$ cat config.mk
export PLATFORM = sky130hd
export DESIGN_NAME = modport_fifo_flat
export DESIGN_NICKNAME = d
export VERILOG_FILES = /design/src/rtl/modport_fifo_pkg.sv /design/src/rtl/modport_fifo_if.sv /design/src/rtl/modport_fifo_mem.sv /design/src/rtl/modport_fifo.sv /design/src/flat_wrapper.sv
export SDC_FILE = /design/constraint.sdc
export NUM_CORES = 1
export LEC_CHECK = 0
export CAP_MARGIN = 20
export CORE_ASPECT_RATIO = 1.2
export CORE_MARGIN = 8
export CORE_UTILIZATION = 46
export DETAILED_ROUTE_END_ITERATION = 16
export PLACE_DENSITY_LB_ADDON = 0.05
export SLEW_MARGIN = 0
export SYNTH_ARGS = -nofsm -noshare
export SYNTH_HDL_FRONTEND = slang
export SYNTH_SLANG_ARGS = --single-unit
$ cat constraint.sdc
create_clock -name clk -period 2.35 [get_ports clk]
set_input_delay 0.3525 -clock clk [delete_from_list [all_inputs] [get_ports clk]]
set_output_delay 0.3525 -clock clk [all_outputs]
set_load 0.01 [all_outputs]
$ cat src/rtl/modport_fifo_pkg.sv
// Shared constants and types for the modport_fifo slice.
package modport_fifo_pkg;

    localparam int unsigned ADDR_WIDTH_DEF = 3;
    localparam int unsigned WORD_WIDTH_DEF = 8;
    localparam int unsigned DEPTH_DEF      = 1 << ADDR_WIDTH_DEF;

    // Pointer with one extra wrap bit above the index bits.
    typedef logic [ADDR_WIDTH_DEF:0] ptr_t;

endpackage

$ cat src/rtl/modport_fifo_if.sv
// Producer/consumer handshake bundle for modport_fifo.
interface modport_fifo_if
    import modport_fifo_pkg::*;
#(
    parameter int unsigned WORD_WIDTH = WORD_WIDTH_DEF
);

    logic                  push;
    logic                  pull;
    logic [WORD_WIDTH-1:0] din;
    logic [WORD_WIDTH-1:0] dout;
    logic                  empty;
    logic                  full;

    // Request side, as seen by whoever drives the FIFO.
    modport master (
        output push, pull, din,
        input  dout, empty, full
    );

    // FIFO side.
    modport slave (
        input  push, pull, din,
        output dout, empty, full
    );

    // Passive observer of every signal.
    modport monitor (
        input push, pull, din, dout, empty, full
    );

endinterface

$ cat src/rtl/modport_fifo_mem.sv
// Simple dual-port RAM: synchronous write, registered synchronous read.
module modport_fifo_mem
    import modport_fifo_pkg::*;
#(
    parameter int unsigned ADDR_WIDTH = ADDR_WIDTH_DEF,
    parameter int unsigned WORD_WIDTH = WORD_WIDTH_DEF
) (
    input  logic                  clk,
    input  logic                  res,
    input  logic                  we,
    input  logic [ADDR_WIDTH-1:0] waddr,
    input  logic [WORD_WIDTH-1:0] wdata,
    input  logic                  re,
    input  logic [ADDR_WIDTH-1:0] raddr,
    output logic [WORD_WIDTH-1:0] rdata
);

    localparam int unsigned DEPTH = 1 << ADDR_WIDTH;

    logic [WORD_WIDTH-1:0] mem [DEPTH];

    // Storage array is never cleared; stale words are unreachable after reset.
    always_ff @(posedge clk) begin
        if (we) begin
            mem[waddr] <= wdata;
        end
    end

    // Read register holds its value until the next accepted read.
    always_ff @(posedge clk or posedge res) begin
        if (res) begin
            rdata <= '0;
        end else if (re) begin
            rdata <= mem[raddr];
        end
    end

endmodule

$ cat src/rtl/modport_fifo.sv
// Single-clock FIFO: pointer bookkeeping, accept logic and flag decode.
module modport_fifo
    import modport_fifo_pkg::*;
#(
    parameter int unsigned ADDR_WIDTH = ADDR_WIDTH_DEF,
    parameter int unsigned WORD_WIDTH = WORD_WIDTH_DEF
) (
    input  logic         clk,
    input  logic         res,
    modport_fifo_if.slave bus
);

    localparam int unsigned PTR_WIDTH = ADDR_WIDTH + 1;

    logic [PTR_WIDTH-1:0] wr_ptr;
    logic [PTR_WIDTH-1:0] rd_ptr;
    logic [PTR_WIDTH-1:0] wr_ptr_nxt;
    logic [PTR_WIDTH-1:0] rd_ptr_nxt;
    logic                 push_ok_c;
    logic                 pull_ok_c;

    // Flags come straight from the pointer registers, never from push/pull.
    assign bus.empty = (wr_ptr == rd_ptr);
    assign bus.full  = (wr_ptr[ADDR_WIDTH] != rd_ptr[ADDR_WIDTH]) &&
                       (wr_ptr[ADDR_WIDTH-1:0] == rd_ptr[ADDR_WIDTH-1:0]);

    // Accept decisions and next pointer values; nothing is accepted during reset.
    always_comb begin
        push_ok_c  = 1'b0;
        pull_ok_c  = 1'b0;
        wr_ptr_nxt = wr_ptr;
        rd_ptr_nxt = rd_ptr;
        if (!res) begin
            push_ok_c = bus.push && !bus.full;
            pull_ok_c = bus.pull && !bus.empty;
        end
        if (push_ok_c) begin
            wr_ptr_nxt = wr_ptr + PTR_WIDTH'(1);
        end
        if (pull_ok_c) begin
            rd_ptr_nxt = rd_ptr + PTR_WIDTH'(1);
        end
    end

    // Pointer registers.
    always_ff @(posedge clk or posedge res) begin
        if (res) begin
            wr_ptr <= '0;
            rd_ptr <= '0;
        end else begin
            wr_ptr <= wr_ptr_nxt;
            rd_ptr <= rd_ptr_nxt;
        end
    end

    modport_fifo_mem #(
        .ADDR_WIDTH (ADDR_WIDTH),
        .WORD_WIDTH (WORD_WIDTH)
    ) u_mem (
        .clk   (clk),
        .res   (res),
        .we    (push_ok_c),
        .waddr (wr_ptr[ADDR_WIDTH-1:0]),
        .wdata (bus.din),
        .re    (pull_ok_c),
        .raddr (rd_ptr[ADDR_WIDTH-1:0]),
        .rdata (bus.dout)
    );

endmodule

$ cat src/flat_wrapper.sv
// flat-port wrapper written by rule: the top's interface ports become plain ports
module modport_fifo_flat import modport_fifo_pkg::*;
#(
    parameter int unsigned ADDR_WIDTH = ADDR_WIDTH_DEF,
    parameter int unsigned WORD_WIDTH = WORD_WIDTH_DEF
)
  (clk, res, bus_push, bus_pull, bus_din, bus_dout, bus_empty, bus_full);
  modport_fifo_if #(.WORD_WIDTH(WORD_WIDTH)) bus_i ();
  input  logic clk;
  input  logic res;
  input wire logic [$bits(bus_i.push)-1:0] bus_push;
  input wire logic [$bits(bus_i.pull)-1:0] bus_pull;
  input wire logic [$bits(bus_i.din)-1:0] bus_din;
  output wire logic [$bits(bus_i.dout)-1:0] bus_dout;
  output wire logic [$bits(bus_i.empty)-1:0] bus_empty;
  output wire logic [$bits(bus_i.full)-1:0] bus_full;
  assign bus_i.push = bus_push;
  assign bus_i.pull = bus_pull;
  assign bus_i.din = bus_din;
  assign bus_dout = bus_i.dout;
  assign bus_empty = bus_i.empty;
  assign bus_full = bus_i.full;
  modport_fifo #(.ADDR_WIDTH(ADDR_WIDTH), .WORD_WIDTH(WORD_WIDTH)) u_core (.clk(clk), .res(res), .bus(bus_i));
endmodule
==> reports/qor.log <==
qor: yosys.mappedNetlistArea 0.003263 sq mm
qor: min_path.timing.hold.worst.class input pin to async pin
qor: route.drt-pass1-iter-count 4
qor: global_route.grt_usage 12.90%
qor: yosys.postSynth.topFlopCell sky130_fd_sc_hd__edfxtp_1
qor: timing.finalHoldViolCount 0
qor: yosys.netlist_top_cells_area sky130_fd_sc_hd__edfxtp_1 (59%), sky130_fd_sc_hd__dfrtp_1 (12%), sky130_fd_sc_hd__mux4_1 (6.4%)
qor: placed_design.port_buffers 21
qor: setup_path.cp-end-kind primary output
qor: global_route.global_route_wire_length_before_repair 9370 um
qor: die.initial_core_util 47.61%
qor: timing.slew_viols_final 0
qor: cts.clk_root_buffer_cell sky130_fd_sc_hd__clkbuf_8
qor: setup_path.r2r_setup_slack 480 ps
qor: power.p_sw_share 29.98%
qor: timing.clock_skew 13.61 ps
qor: cts.cts.sinks 80
qor: yosys.synth_sequential_area_ratio 71.17%
qor: placed_design.placed_cells_incl_taps 289
qor: power.internal_power 3127 uW
qor: yosys.postSynth.asyncResetShare 20.00%
qor: placed_design.post-dp-hpwl 3907 um
qor: power.switching_power 1339 uW
qor: final_layout.num-nets-final 227
qor: power.p_seq_share 43.4%
qor: setup_path.criticalPathCategory flip-flop to primary output
qor: yosys.synth.most_common_cell sky130_fd_sc_hd__edfxtp_1
qor: route.routed-via-count 1600
qor: setup_path.timing.critical_path.required 2000 ps
qor: status.outcome completed
qor: placed_design.setup_slack_after_placement 137.8 ps
qor: route.antenna_violating_nets_post_route 0
qor: yosys.synth_enable_flop_cells 64
qor: yosys.synth.ff_latch_count 80
qor: job.drv_cap 0
qor: yosys.post_synth.cell_area_avg 18.97 sq um
qor: yosys.synth.lib_cells_used.distinct 31
qor: global_route.maximum_number_of_pins_on_one_net_before_global_route_repair 20
qor: final_layout.stdcell_count 305
qor: timing.worst_slew_margin_rel 50.12%
qor: die.die_footprint 0.01006 sq mm
qor: global_route.grt.overflow.total 0
qor: cts.clock_tree.htree_level_count 3
qor: power.finalPower 4465 uW
qor: global_route.first_global_vias 1696
qor: cts.clk_latency 360 ps
qor: setup_path.launching_element_type_of_the_critical_path flip-flop
qor: power.cellLeakagePower 0.001435 uW
qor: power.power_frac_comb 31.7%
qor: global_route.grt_antenna_before_repair 0
qor: timing.period_share 93.32%
qor: setup_path.crit_startpoint u_core.wr_ptr[1]
qor: yosys.netlist_instances 172
qor: power.power.share.clock 24.9%
qor: setup_path.regToRegStartpoint u_core.wr_ptr[1]
qor: final_layout.synthToLayoutAreaGrowth 18.87%
qor: die.core_region_area 0.006854 sq mm
qor: placed_design.globalplace.congestion 0.7700
qor: die.floorplan.die.width 92.89 um
qor: die.die_h 108.3 um
qor: timing.worstMarginPinSlew 747.4 ps
qor: route.wl_per_cell 19.32 um
qor: power.peak_supply_drop 0.0007305 V
qor: cts.total_clock_buffers_created_by_cts 9
qor: cts.cts_tree built
qor: final_layout.finished_layout_cell_area 0.003879 sq mm
qor: cts.cts.clk_slew.worst_paths 90 ps
qor: cts.ctsHoldBuffers 0
qor: setup_path.largest_fanout_on_the_critical_path 9
qor: die.placementRows 33
qor: yosys.synth.top_cell.area_share 58.90%
qor: timing.timing.final.ws_setup 157.0 ps
qor: timing.timing.setup.tns 0 ps
qor: timing.max_clock_freq 456.0 MHz
qor: final_layout.number_of_antenna_repair_diodes 0
qor: timing.rsz0062_at_grt no
qor: placed_design.detailed_place.area 0.003635 sq mm
qor: route.route.detailed.vias_per_inst 5.246
qor: yosys.warnings_from_yosys 0
qor: yosys.synth_commonest_cells sky130_fd_sc_hd__edfxtp_1 (64), sky130_fd_sc_hd__dfrtp_1 (16), sky130_fd_sc_hd__nand2_1 (13)
qor: timing.final.min_clock_period 2193 ps
qor: route.dr.first_iter.drc_count 142
qor: cts.cts-root-to-sink-buffers 2
qor: route.drt_wl_total 5894 um
qor: final_layout.drive_gt1_share 25.23%
qor: setup_path.critPathArrivalTime 1840 ps
qor: die.io_pins 22
qor: route.drt_drc_violations_left 0
qor: yosys.synth.net_count 186
qor: yosys.synth_area_leader_cell sky130_fd_sc_hd__edfxtp_1
qor: timing.finalSetupViolations 0
qor: power.power.density 1151 mW/mm^2
cell type report:
| cell class | instances | area, sq um |
|---|---|---|
| Sequential cell | 80 | 2325 |
| Timing Repair Buffer | 39 | 347.8 |
| Multi-Input combinational cell | 80 | 862.1 |
| Tap cell | 87 | 108.9 |
| Inverter | 3 | 11.26 |
| Clock inverter | 7 | 100.1 |
| Fill cell | 547 | 2975 |
| Clock buffer | 9 | 123.9 |
registers in the layout (all words and copies together), names as in the netlist:
signal and count:
u_core.rd_ptr 4, u_core.wr_ptr 4, u_core.u_mem.rdata 8, u_core.u_mem.mem 64
worst paths after layout:
check,endpoint,cells after the start
setup reg to reg,u_core.u_mem.mem[4][3],5
min in group clk,u_core.u_mem.rdata[5],2
hold reg to reg,u_core.u_mem.rdata[5],2
hold / removal,u_core.u_mem.rdata[2],2
max in group asynchronous,u_core.wr_ptr[2],2
setup / recovery,bus_full,4
cells in the final DEF, fill, tap and decap left out, types with 3 or more instances in the layout:
cell type and instances:
sky130_fd_sc_hd__nor2_1 6, sky130_fd_sc_hd__inv_1 3, sky130_fd_sc_hd__xor2_1 4, sky130_fd_sc_hd__clkbuf_8 9, sky130_fd_sc_hd__mux2i_1 8, sky130_fd_sc_hd__edfxtp_1 64
sky130_fd_sc_hd__xnor2_1 4, sky130_fd_sc_hd__o21ai_1 8, sky130_fd_sc_hd__mux4_1 8, sky130_fd_sc_hd__nand2b_1 3, sky130_fd_sc_hd__mux4_2 8, sky130_fd_sc_hd__buf_4 18
sky130_fd_sc_hd__inv_6 3, sky130_fd_sc_hd__nand2_1 13, sky130_fd_sc_hd__xnor2_2 3, sky130_fd_sc_hd__clkdlybuf4s50_1 20, sky130_fd_sc_hd__dfrtp_1 14
power by group through the flow:
stage / clock network, uW / logic (uW) / registers [uW]
2_1_floorplan: 0 / 1050 / 1920
3_3_place_gp: 0 / 1400 / 1950
3_5_place_dp: 0 / 1420 / 1960
4_1_cts: 1130 / 1450 / 1940
5_1_grt: 1200 / 1560 / 1970
6_report: 1110 / 1410 / 1940
per-layer routing:
| layer | share of wire, % | up-vias | track usage (%) |
|---|---|---|---|
| li1 | - | 749 | - |
| met4 | 1.3 | 0 | 4.498 |
| met3 | 5.4 | 7 | 4.990 |
| met5 | 0 | - | 0 |
| met1 | 44 | 810 | 15.37 |
| met2 | 50 | 34 | 20.93 |
timing repair:
item / in CTS / in global routing
pin swaps: 0 / 1
resized for setup: 2 / 3
hold endpoints to repair: 0 / 0
setup buffers: 0 / 0
endpoints found under the setup margin: 1 / 1
kinds of logic (layout without fill, tap and decap cells):
group	Yosys count	count (layout)	share of synthesized area [%]
mux	26	26	15.22
fa+ha+maj	2	2	0.7667
simple gates	31	31	4.755
buf+inv	12	58	2.876
flops	80	80	71.17
xor+xnor	11	11	3.183
compound gates	10	10	2.032
critical path: stages, from the launching register on:
cell,delay [ps]
sky130_fd_sc_hd__dfrtp_1,510
sky130_fd_sc_hd__xnor2_2,270
sky130_fd_sc_hd__nand2_1,80
sky130_fd_sc_hd__nor2_1,100
sky130_fd_sc_hd__clkdlybuf4s50_1,540
metrics by stage:
stage                     hold WS [ps]  util (%)
after detailed placement         478.5     53.03
final                            472.2     56.59
after global routing             524.5     56.59
after global placement           468.0     53.03
after floorplan                  266.2         -
after CTS                        497.6     56.52
No activity file was read; power rests on OpenSTA's default activity.
